**src/rtl/ecpri_tx.sv**
```systemverilog
// eCPRI response frame builder: copies a MAC-swapped Ethernet header, the eCPRI and
// RMA headers and an optional payload into a TX frame buffer, one byte per cycle.
module ecpri_tx #(
  parameter int          DATA_WIDTH  = 8,
  parameter int          ADDR_WIDTH  = 16,
  parameter logic [15:0] ECPRI_ETYPE = 16'hAEFE
) (
  input  logic                  clk,
  input  logic                  reset,
  input  logic                  send_read_resp,
  input  logic                  send_write_resp,
  input  logic [DATA_WIDTH-1:0] resp_payload_len,
  output logic [ADDR_WIDTH-1:0] addr_0,
  output logic                  oe_0,
  input  logic [DATA_WIDTH-1:0] data_0,
  output logic [ADDR_WIDTH-1:0] addr_2,
  output logic                  oe_2,
  input  logic [DATA_WIDTH-1:0] data_2,
  output logic [ADDR_WIDTH-1:0] addr_3,
  output logic [DATA_WIDTH-1:0] data_3,
  output logic                  we_3,
  output logic                  tx_busy,
  output logic                  tx_done,
  output logic [15:0]           tx_len,
  output logic                  req_overflow
);
  // Handshake: requests are one-cycle strobes sampled on posedge; tx_done is a one-cycle
  // strobe; we_3 marks each valid frame-buffer write (no backpressure on any port).
  typedef enum logic [2:0] {IDLE, MAC_SWAP, ETYPE, ECPRI_HDR, RMA_HDR, PAYLOAD, DONE} state_t;
  typedef enum logic [1:0] {SRC_CONST, SRC_HDR, SRC_PAY} src_t;

  state_t                state;
  logic [15:0]           bidx;
  logic [DATA_WIDTH-1:0] cur_p, pend_n;
  logic                  cur_rd, pend_rd, pend_wr;

  // Two tag stages line up each issued byte with the 1-cycle RAM read latency.
  logic                  s1_v, s1_last, s2_v, s2_last, w_last;
  src_t                  s1_src, s2_src;
  logic [15:0]           s1_idx, s2_idx;
  logic [DATA_WIDTH-1:0] s1_const, s2_const;

  logic                  can_start, rd_avail, wr_avail, start_rd, start_wr;
  logic [DATA_WIDTH-1:0] start_n, const_byte;
  logic [15:0]           plen, esize, last_idx;

  always_comb begin
    can_start = (state == IDLE) || (state == DONE);
    rd_avail  = pend_rd || send_read_resp;
    wr_avail  = pend_wr || send_write_resp;
    start_rd  = can_start && rd_avail;
    start_wr  = can_start && !rd_avail && wr_avail;
    start_n   = pend_rd ? pend_n : resp_payload_len;
    plen      = 16'(cur_p);
    esize     = plen + 16'd4;
    last_idx  = plen + 16'd21;
    const_byte = '0;
    case (bidx[4:0])
      5'd12:   const_byte = DATA_WIDTH'(ECPRI_ETYPE[15:8]);
      5'd13:   const_byte = DATA_WIDTH'(ECPRI_ETYPE[7:0]);
      5'd14:   const_byte = DATA_WIDTH'(8'h10);
      5'd15:   const_byte = DATA_WIDTH'(8'h04);
      5'd16:   const_byte = DATA_WIDTH'(esize[15:8]);
      5'd17:   const_byte = DATA_WIDTH'(esize[7:0]);
      5'd19:   const_byte = cur_rd ? DATA_WIDTH'(8'h02) : DATA_WIDTH'(8'h12);
      5'd20:   const_byte = DATA_WIDTH'(plen[15:8]);
      5'd21:   const_byte = DATA_WIDTH'(plen[7:0]);
      default: const_byte = '0;
    endcase
  end

  always_ff @(posedge clk or posedge reset) begin
    if (reset) begin
      state        <= IDLE;
      bidx         <= '0;
      cur_p        <= '0;
      pend_n       <= '0;
      cur_rd       <= 1'b0;
      pend_rd      <= 1'b0;
      pend_wr      <= 1'b0;
      s1_v         <= 1'b0;
      s1_last      <= 1'b0;
      s1_src       <= SRC_CONST;
      s1_idx       <= '0;
      s1_const     <= '0;
      s2_v         <= 1'b0;
      s2_last      <= 1'b0;
      s2_src       <= SRC_CONST;
      s2_idx       <= '0;
      s2_const     <= '0;
      w_last       <= 1'b0;
      addr_0       <= '0;
      oe_0         <= 1'b0;
      addr_2       <= '0;
      oe_2         <= 1'b0;
      addr_3       <= '0;
      data_3       <= '0;
      we_3         <= 1'b0;
      tx_busy      <= 1'b0;
      tx_done      <= 1'b0;
      tx_len       <= '0;
      req_overflow <= 1'b0;
    end else begin
      oe_0     <= 1'b0;
      oe_2     <= 1'b0;
      s1_v     <= 1'b0;
      s1_last  <= 1'b0;
      s2_v     <= s1_v;
      s2_last  <= s1_last;
      s2_src   <= s1_src;
      s2_idx   <= s1_idx;
      s2_const <= s1_const;
      we_3     <= s2_v;
      w_last   <= s2_v && s2_last;
      if (s2_v) begin
        addr_3 <= ADDR_WIDTH'(s2_idx);
        case (s2_src)
          SRC_HDR: data_3 <= data_0;
          SRC_PAY: data_3 <= data_2;
          default: data_3 <= s2_const;
        endcase
      end
      tx_done <= w_last;
      if (w_last) begin
        tx_len <= 16'(addr_3) + 16'd1;
        if (state == IDLE) tx_busy <= 1'b0;
      end

      // A pending flag being served this cycle frees its slot for a new arrival.
      if (start_rd) begin
        pend_rd <= pend_rd && send_read_resp;
        if (pend_rd && send_read_resp) pend_n <= resp_payload_len;
      end else if (send_read_resp) begin
        if (pend_rd) req_overflow <= 1'b1;
        else begin
          pend_rd <= 1'b1;
          pend_n  <= resp_payload_len;
        end
      end
      if (start_wr) begin
        pend_wr <= pend_wr && send_write_resp;
      end else if (send_write_resp) begin
        if (pend_wr) req_overflow <= 1'b1;
        else pend_wr <= 1'b1;
      end

      case (state)
        IDLE, DONE: begin
          if (start_rd || start_wr) begin
            cur_rd  <= start_rd;
            cur_p   <= start_rd ? start_n : '0;
            addr_0  <= ADDR_WIDTH'(6);
            oe_0    <= 1'b1;
            s1_v    <= 1'b1;
            s1_src  <= SRC_HDR;
            s1_idx  <= '0;
            bidx    <= 16'd1;
            tx_busy <= 1'b1;
            state   <= MAC_SWAP;
          end else begin
            state <= IDLE;
          end
        end
        MAC_SWAP: begin
          addr_0 <= (bidx < 16'd6) ? ADDR_WIDTH'(bidx + 16'd6) : ADDR_WIDTH'(bidx - 16'd6);
          oe_0   <= 1'b1;
          s1_v   <= 1'b1;
          s1_src <= SRC_HDR;
          s1_idx <= bidx;
          bidx   <= bidx + 16'd1;
          if (bidx == 16'd11) state <= ETYPE;
        end
        ETYPE, ECPRI_HDR, RMA_HDR: begin
          s1_v     <= 1'b1;
          s1_src   <= SRC_CONST;
          s1_const <= const_byte;
          s1_idx   <= bidx;
          s1_last  <= (bidx == 16'd21) && (plen == 16'd0);
          bidx     <= bidx + 16'd1;
          if (bidx == 16'd13) state <= ECPRI_HDR;
          if (bidx == 16'd17) state <= RMA_HDR;
          if (bidx == 16'd21) state <= (plen == 16'd0) ? DONE : PAYLOAD;
        end
        PAYLOAD: begin
          addr_2  <= ADDR_WIDTH'(bidx - 16'd22);
          oe_2    <= 1'b1;
          s1_v    <= 1'b1;
          s1_src  <= SRC_PAY;
          s1_idx  <= bidx;
          s1_last <= (bidx == last_idx);
          bidx    <= bidx + 16'd1;
          if (bidx == last_idx) state <= DONE;
        end
        default: state <= IDLE;
      endcase
    end
  end
endmodule

```
**config.mk**
```make
export PLATFORM = sky130hd
export DESIGN_NAME = ecpri_tx
export DESIGN_NICKNAME = d
export VERILOG_FILES = /design/src/rtl/ecpri_tx.sv
export SDC_FILE = /design/constraint.sdc
export NUM_CORES = 1
export LEC_CHECK = 0
export BUFFER_PORTS_ARGS = -buffer_cell sky130_fd_sc_hd__buf_2
export CAP_MARGIN = 30
export CORE_AREA = 2 2 121 123
export DETAILED_ROUTE_END_ITERATION = 12
export DIE_AREA = 0 0 123 125
export GPL_TIMING_DRIVEN = 0
export PLACE_DENSITY_LB_ADDON = 0.08
export SLEW_MARGIN = 10
export SYNTH_ARGS = -nofsm -noshare
export SYNTH_HDL_FRONTEND = slang
export SYNTH_SLANG_ARGS = --single-unit
```
**constraint.sdc**
```tcl
create_clock -name clk -period 5.6 [get_ports clk]
set_input_delay 0.56 -clock clk [delete_from_list [all_inputs] [get_ports clk]]
set_output_delay 0.56 -clock clk [all_outputs]
set_load 0.03 [all_outputs]
```
; Word-level counts from Yosys, hierarchy flattened
; Index checks and enable logic that the tools add are counted.
[op_classes]
n_addsub = 7
eq_ne = 26
order_cmp = 1
mux = 44
reduce_logical = 28
[ops]
columns = op, count
row1 = $pmux W16 S2, 3
row2 = $mux W16, 4
row3 = $pmux W8 S8, 1
row4 = $mux W8, 5
row5 = $add A16 B1 Y16 const B, 2
row6 = $eq A16 B4 Y1 const B, 2
row7 = $eq A16 B5 Y1 const B, 2
row8 = $eq A5 B4 Y1 const B, 4
row9 = $eq A5 B5 Y1 const B, 4
row10 = $mux W1, 17
row11 = $add A16 B3 Y16 const B, 1
row12 = $eq A16 B9 Y1, 1
row13 = $logic_not A16 Y1, 1
row14 = $lt A16 B3 Y1 const B, 1
row15 = $pmux W8 S2, 1
row16 = $sub A16 B3 Y16 const B, 1
row17 = $sub A16 B5 Y16 const B, 1
row18 = $mux W3, 5
row19 = $pmux W3 S4, 1
row20 = $reduce_and A2 Y1, 5
row21 = $add A8 B3 Y9 const B, 1
row22 = $add A8 B5 Y9 const B, 1
row23 = $eq A3 B3 Y1 const B, 3
row24 = $pmux W2 S4, 1
row25 = other kinds (20), 38
[totals]
wordCells = 135
input_bits = 28
out_inout_bits = 78
regBits = 173

; Logic depth before layout (Yosys ltp)
[depth]
ltp_word = 7
depth_mapped = 9
depth_no_buf = 8

; Worst setup path before layout
; No wires, ideal clock.
[synth_timing]
path_type = reg2reg
from = register cur_p[2]
to = register state[0]
required_time_ns = 5.479
stages_incl_launch_ff = 9
period_less_slack_ns = 1.968
n_path_buf = 0
arrival_ns = 1.847
path_slack_ns = 3.632
setup_ns = 0.121
cell_sequence = dfrtp_1 -> inv_1 -> ha_1 -> a211o_1 -> nand2_1 -> or4b_2 -> o211ai_1 -> a21oi_1 -> o22a_1
[synth_via]
elab_chain_len = 4
word_cells_on_any_way = 8
cone_classes = add/sub: 1 / eq/ne: 2 / mux: 3 / reduce/logical: 2
[synth_lines]
columns = item, line
row1 = "start, declared", 34  ; logic [DATA_WIDTH-1:0] cur_p, pend_n;
row2 = "start signal, assigned", 151  ; cur_p <= start_rd ? start_n : '0;
row3 = $add A8 B5 Y9 or $logic_not A16 Y1 (tied branches), "56, 182"
row4 = $eq A16 B9 Y1 or $mux W2 (tied branches), "192, 182"
row5 = $ne A2 B2 Y1 (no source line) or $mux W3 (tied branches), -
row6 = $reduce_and A3 Y1 (no source line) or $pmux W3 S4 (tied branches), -
row7 = "end signal, assigned", 182  ; if (bidx == 16'd21) state <= (plen == 16'd0) ? DONE : PAYLOAD;
row8 = "end, declared", 32  ; state_t state;
; Parallel ways exist; a longest one is shown, timed or not.
; A chain may end at the register's enable or synchronous reset.

; Final worst setup path
[layout_timing]
from = register bidx[1]
to = register s1_const[0]
[layout_via]
elab_chain_len = 2
word_cells_on_any_way = 9
cone_classes = eq/ne: 8 / mux: 1
[layout_lines]
columns = item, line
row1 = "start, declared", 33  ; logic [15:0] bidx;
row2 = "start signal, assigned", 170  ; bidx <= bidx + 16'd1;
row3 = "start signal, assigned", 179  ; bidx <= bidx + 16'd1;
row4 = "start signal, assigned", 191  ; bidx <= bidx + 16'd1;
row5 = $eq A5 B5 Y1 or $eq A5 B4 Y1 (tied branches), 58  ; case (bidx[4:0])
row6 = $pmux W8 S8 *, 58
row7 = "end signal, assigned", 176  ; s1_const <= const_byte;
row8 = "end, declared", 41  ; logic [DATA_WIDTH-1:0] s1_const, s2_const;
; Every way passes the cells marked *; elsewhere a longest branch is shown, timed or not.

==> summary.md <==
| Metric | Value |
|---|---|
| Status | `completed` |
| Peak VDD IR | `around 0.00032 V` |
| Setup crit start | `bidx[1]$_DFFE_PP0P_` |
| Initial antenna violation count | `0` |
| Overflow after GRT | `0` |
| Via-to-Cell Ratio | `about 5.6` |
| DRT antenna net count | `0` |
| Hold Slack | `109 ps` |
| TritonCTS Buffers | `17` |
| Worst r2r src | `bidx[1]$_DFFE_PP0P_` |
| Fin nets | `about 900` |
| Final period util | `a little under half` |
| Synth Register Bits | `between 150 and 200` |
| Setup ws final | `between 2000 and 3000 ps` |
| CTS tree | `built` |
| Max clock buf depth | `2` |
| Core box area | `14200 sq um` |
| Worst Skew | `11.7 ps` |
| Power share of the combinational group | `about a third` |
| Post-synthesis sequential area ratio | `54.1%` |
| Slew Limit Fails | `0` |
| Crit-path slowest cell | `clkbuf_1` |
| Largest fanout on the critical path | `7` |
| Die Footprint | `15400 sq um` |
| Crit path time final | `~2600 ps` |
| Vias in the first global route | `5966` |
| Mean routed wirelength per cell | `approximately 17 microns` |
| Internal power | `approximately 2.6 mW` |
| CP cell instances | `clkbuf_1 -> inv_1 -> ha_1 -> o21ai_0 -> and2b_1 -> a31oi_4 -> a32o_1` |
| Fillers | `approximately 1200` |
| Finished Cell Area | `~9400 sq um` |
| P&R area growth vs syn | `17.0%` |
| First-pass GRT wire length | `slightly above 30 mm` |
| Vias | `6077` |
| Drt drc | `0` |
| Power share of the clock group | `about 27%` |
| Synthesis warning total | `0` |
| Initial Util | `a little under three fifths` |
| Post_cts resized | `0` |
| CP arrival | `2930 ps` |
| Die Ht | `125 microns` |
| Ratio of cells with drive above 1 in the final layout | `around 23%` |
| # IOs | `between 100 and 150` |
| Top cells by area, synth | `dfrtp_1 54%, mux2_2 4.8%, xnor2_1 4.2%` |
| Max transition margin | `between 50% and 60%` |
| Worst Max-Slew Pin Slew | `between 700 and 800 ps` |
| First-pass detailed-route iteration total | `5` |
| Total GRT Usage | `roughly a quarter` |
| Top delay family on crit path | `compound AO/OA/AOI/OAI gates` |
| DP Worst Slack | `between 3000 and 4000 ps` |
| Synth top area share | `a little over half` |
| WP buf/inv | `2` |
| Syn Nets | `800` |
| Cell Rows | `44` |
| Finished Layout Cells | `1078` |
| Worst Setup Path Type | `reg -> reg` |
| Final setup fails | `0` |
| Post-synth EDFFs | `0` |
| Mapped Area | `8000 sq um` |
| Switching pwr | `about 1.6 mW` |
| WP data required | `between 5000 and 6000 ps` |
| Ant. Diodes | `0` |
| Setup crit start kind | `flip-flop` |
| Commonest cells post-synth | `173 x dfrtp_1, 84 x nand2_1, 63 x nor2_1` |
| RSZ-0062 raised after global routing | `no` |
| Unique masters post-synth | `around 60` |
| Area after DPL | `slightly below 9000 sq um` |
| Sequential Power Share | `between 30 and 40%` |
| Max cap viols | `0` |
| Post-Syn Area per Cell | `10.6 sq um` |
| Worst-path clk slew | `~70 ps` |
| Largest net degree at the start of global routing | `~130` |
| Overall Power | `roughly 4.3 mW` |
| R2R setup slack | `between 2000 and 3000 ps` |
| Leakage | `4.57 nW` |
| Initial DRC count | `just under 500` |
| Top FF cell, synth | `dfrtp_1` |
| Post-Synthesis Cells | `between 700 and 800` |
| Async SR Flop Fraction | `100%` |
| Clock sink count | `roughly 170` |
| Most common cell in the netlist | `dfrtp_1` |
| Post-Place Cells | `1046` |
| Worst-skew pair later-pin latency | `between 400 and 500 ps` |
| H-tree depth | `4` |
| Setup bufs post-CTS | `0` |
| Switch share | `between 30% and 40%` |
| Post-Route WL | `about 19 mm` |
| Hold Path Class | `in -> async` |
| Slowest cell delay on critical path | `~470 ps` |
| Hold_buf cts | `0` |
| Power per Cell Area | `approximately 460 nW/um^2` |
| Area leader, netlist | `dfrtp_1` |
| Hold Vio Cnt, Final | `0` |
| DPL Wire Length | `13.5 mm` |
| Routability Congestion | `0.923` |
| PortBufs | `104` |
| Achievable Freq | `0.382 GHz` |
| Die width | `123 microns` |
| Setup crit end kind | `flip-flop` |
| Clock root buffer | `clkbuf_16` |
## layout by cell type, fill, tap and decap left out, types with 7 or more instances in the layout
master     netlist  layout
nor4_1           7       7
a22o_1          16      16
ha_1            15      15
a21oi_1         32      32
dfrtp_1        173     173
nand2_1         84      84
xor2_1          28      28
xnor2_1         38      38
o21ai_0         55      55
nand4_1          7       7
nor3_1          12      12
o22ai_1          9       9
nor2_1          63      63
nand3_1         26      26
mux2_2          34      34
and2_1           8       8
clkbuf_16        0      17
inv_1           17      16
clkbuf_1        25      26
buf_2           14     118
a22oi_1          8       8
mux2i_1         11      11
## layer usage
metal	part of all wire (%)	global-route usage, %
met1	46	36.4
met2	47	40.3
met3	4.6	5.06
met4	2.2	8.42
met5	0	0
## metrics by stage
step	setup TNS (ps)	util, %
detailed placement	0	61.8
CTS	0	65.9
global route	0	65.9
floorplan	0	-
finish	0	65.9
global placement	-193050	61.6
## cells by family (layout without fill, tap and decap cells)
family                   count (synthesis)  count (layout)  synth area share (%)
AO/OA/AOI/OAI                          150             150                  11.8
multiplexers                            46              46                  6.30
adder cells (fa/ha/maj)                 16              16                  2.47
flip-flops                             173             173                  54.1
buffers and inverters                   67             204                  3.72
AND/OR/NAND/NOR                        239             239                  14.3
XOR/XNOR                                66              66                  7.23
## area by class of cell
| cell class | instances | area (sq um) | area share (%) |
|---|---|---|---|
| well taps | 184 | 230 | 2.46 |
| repair buffers | 105 | 548 | 5.85 |
| clock buffers | 21 | 470 | 5.03 |
| clock inverters | 11 | 105 | 1.12 |
| plain buffers | 48 | 226 | 2.42 |
| flip-flops and latches | 173 | 4330 | 46.3 |
| multi-input cells | 517 | 3370 | 36.0 |
| inverters | 19 | 78.8 | 0.842 |
## flip-flops by register name (all words and copies together) (netlist names), 16 cells and up
signal,count
bidx,16
tx_len,16
s2_idx,16
s1_idx,16
addr_0,16
addr_2,16
addr_3,16
## worst paths after layout
path | end | cells after the start
max in group asynchronous | addr_0[14]$_DFFE_PP0P_ | 3
setup / recovery | s1_const[0]$_DFFE_PP0P_ | 7
hold / removal | data_3[2]$_DFFE_PP0P_ | 2
hold reg to reg | s2_last$_DFF_PP0_ | 0
setup reg to reg | s1_const[0]$_DFFE_PP0P_ | 7
min in group clk | s2_last$_DFF_PP0_ | 0
## power by group through the flow
stage / Combinational, mW / Clock, mW / Sequential (mW)
final: 1.48 / 1.15 / 1.65
after global routing: 1.64 / 1.22 / 1.68
after CTS: 1.49 / 1.17 / 1.65
after detailed placement: 1.48 / 0 / 1.67
after global placement: 1.44 / 0 / 1.66
after floorplan: 0.886 / 0 / 1.83
Note: power is estimated with default switching activity, not from simulation.
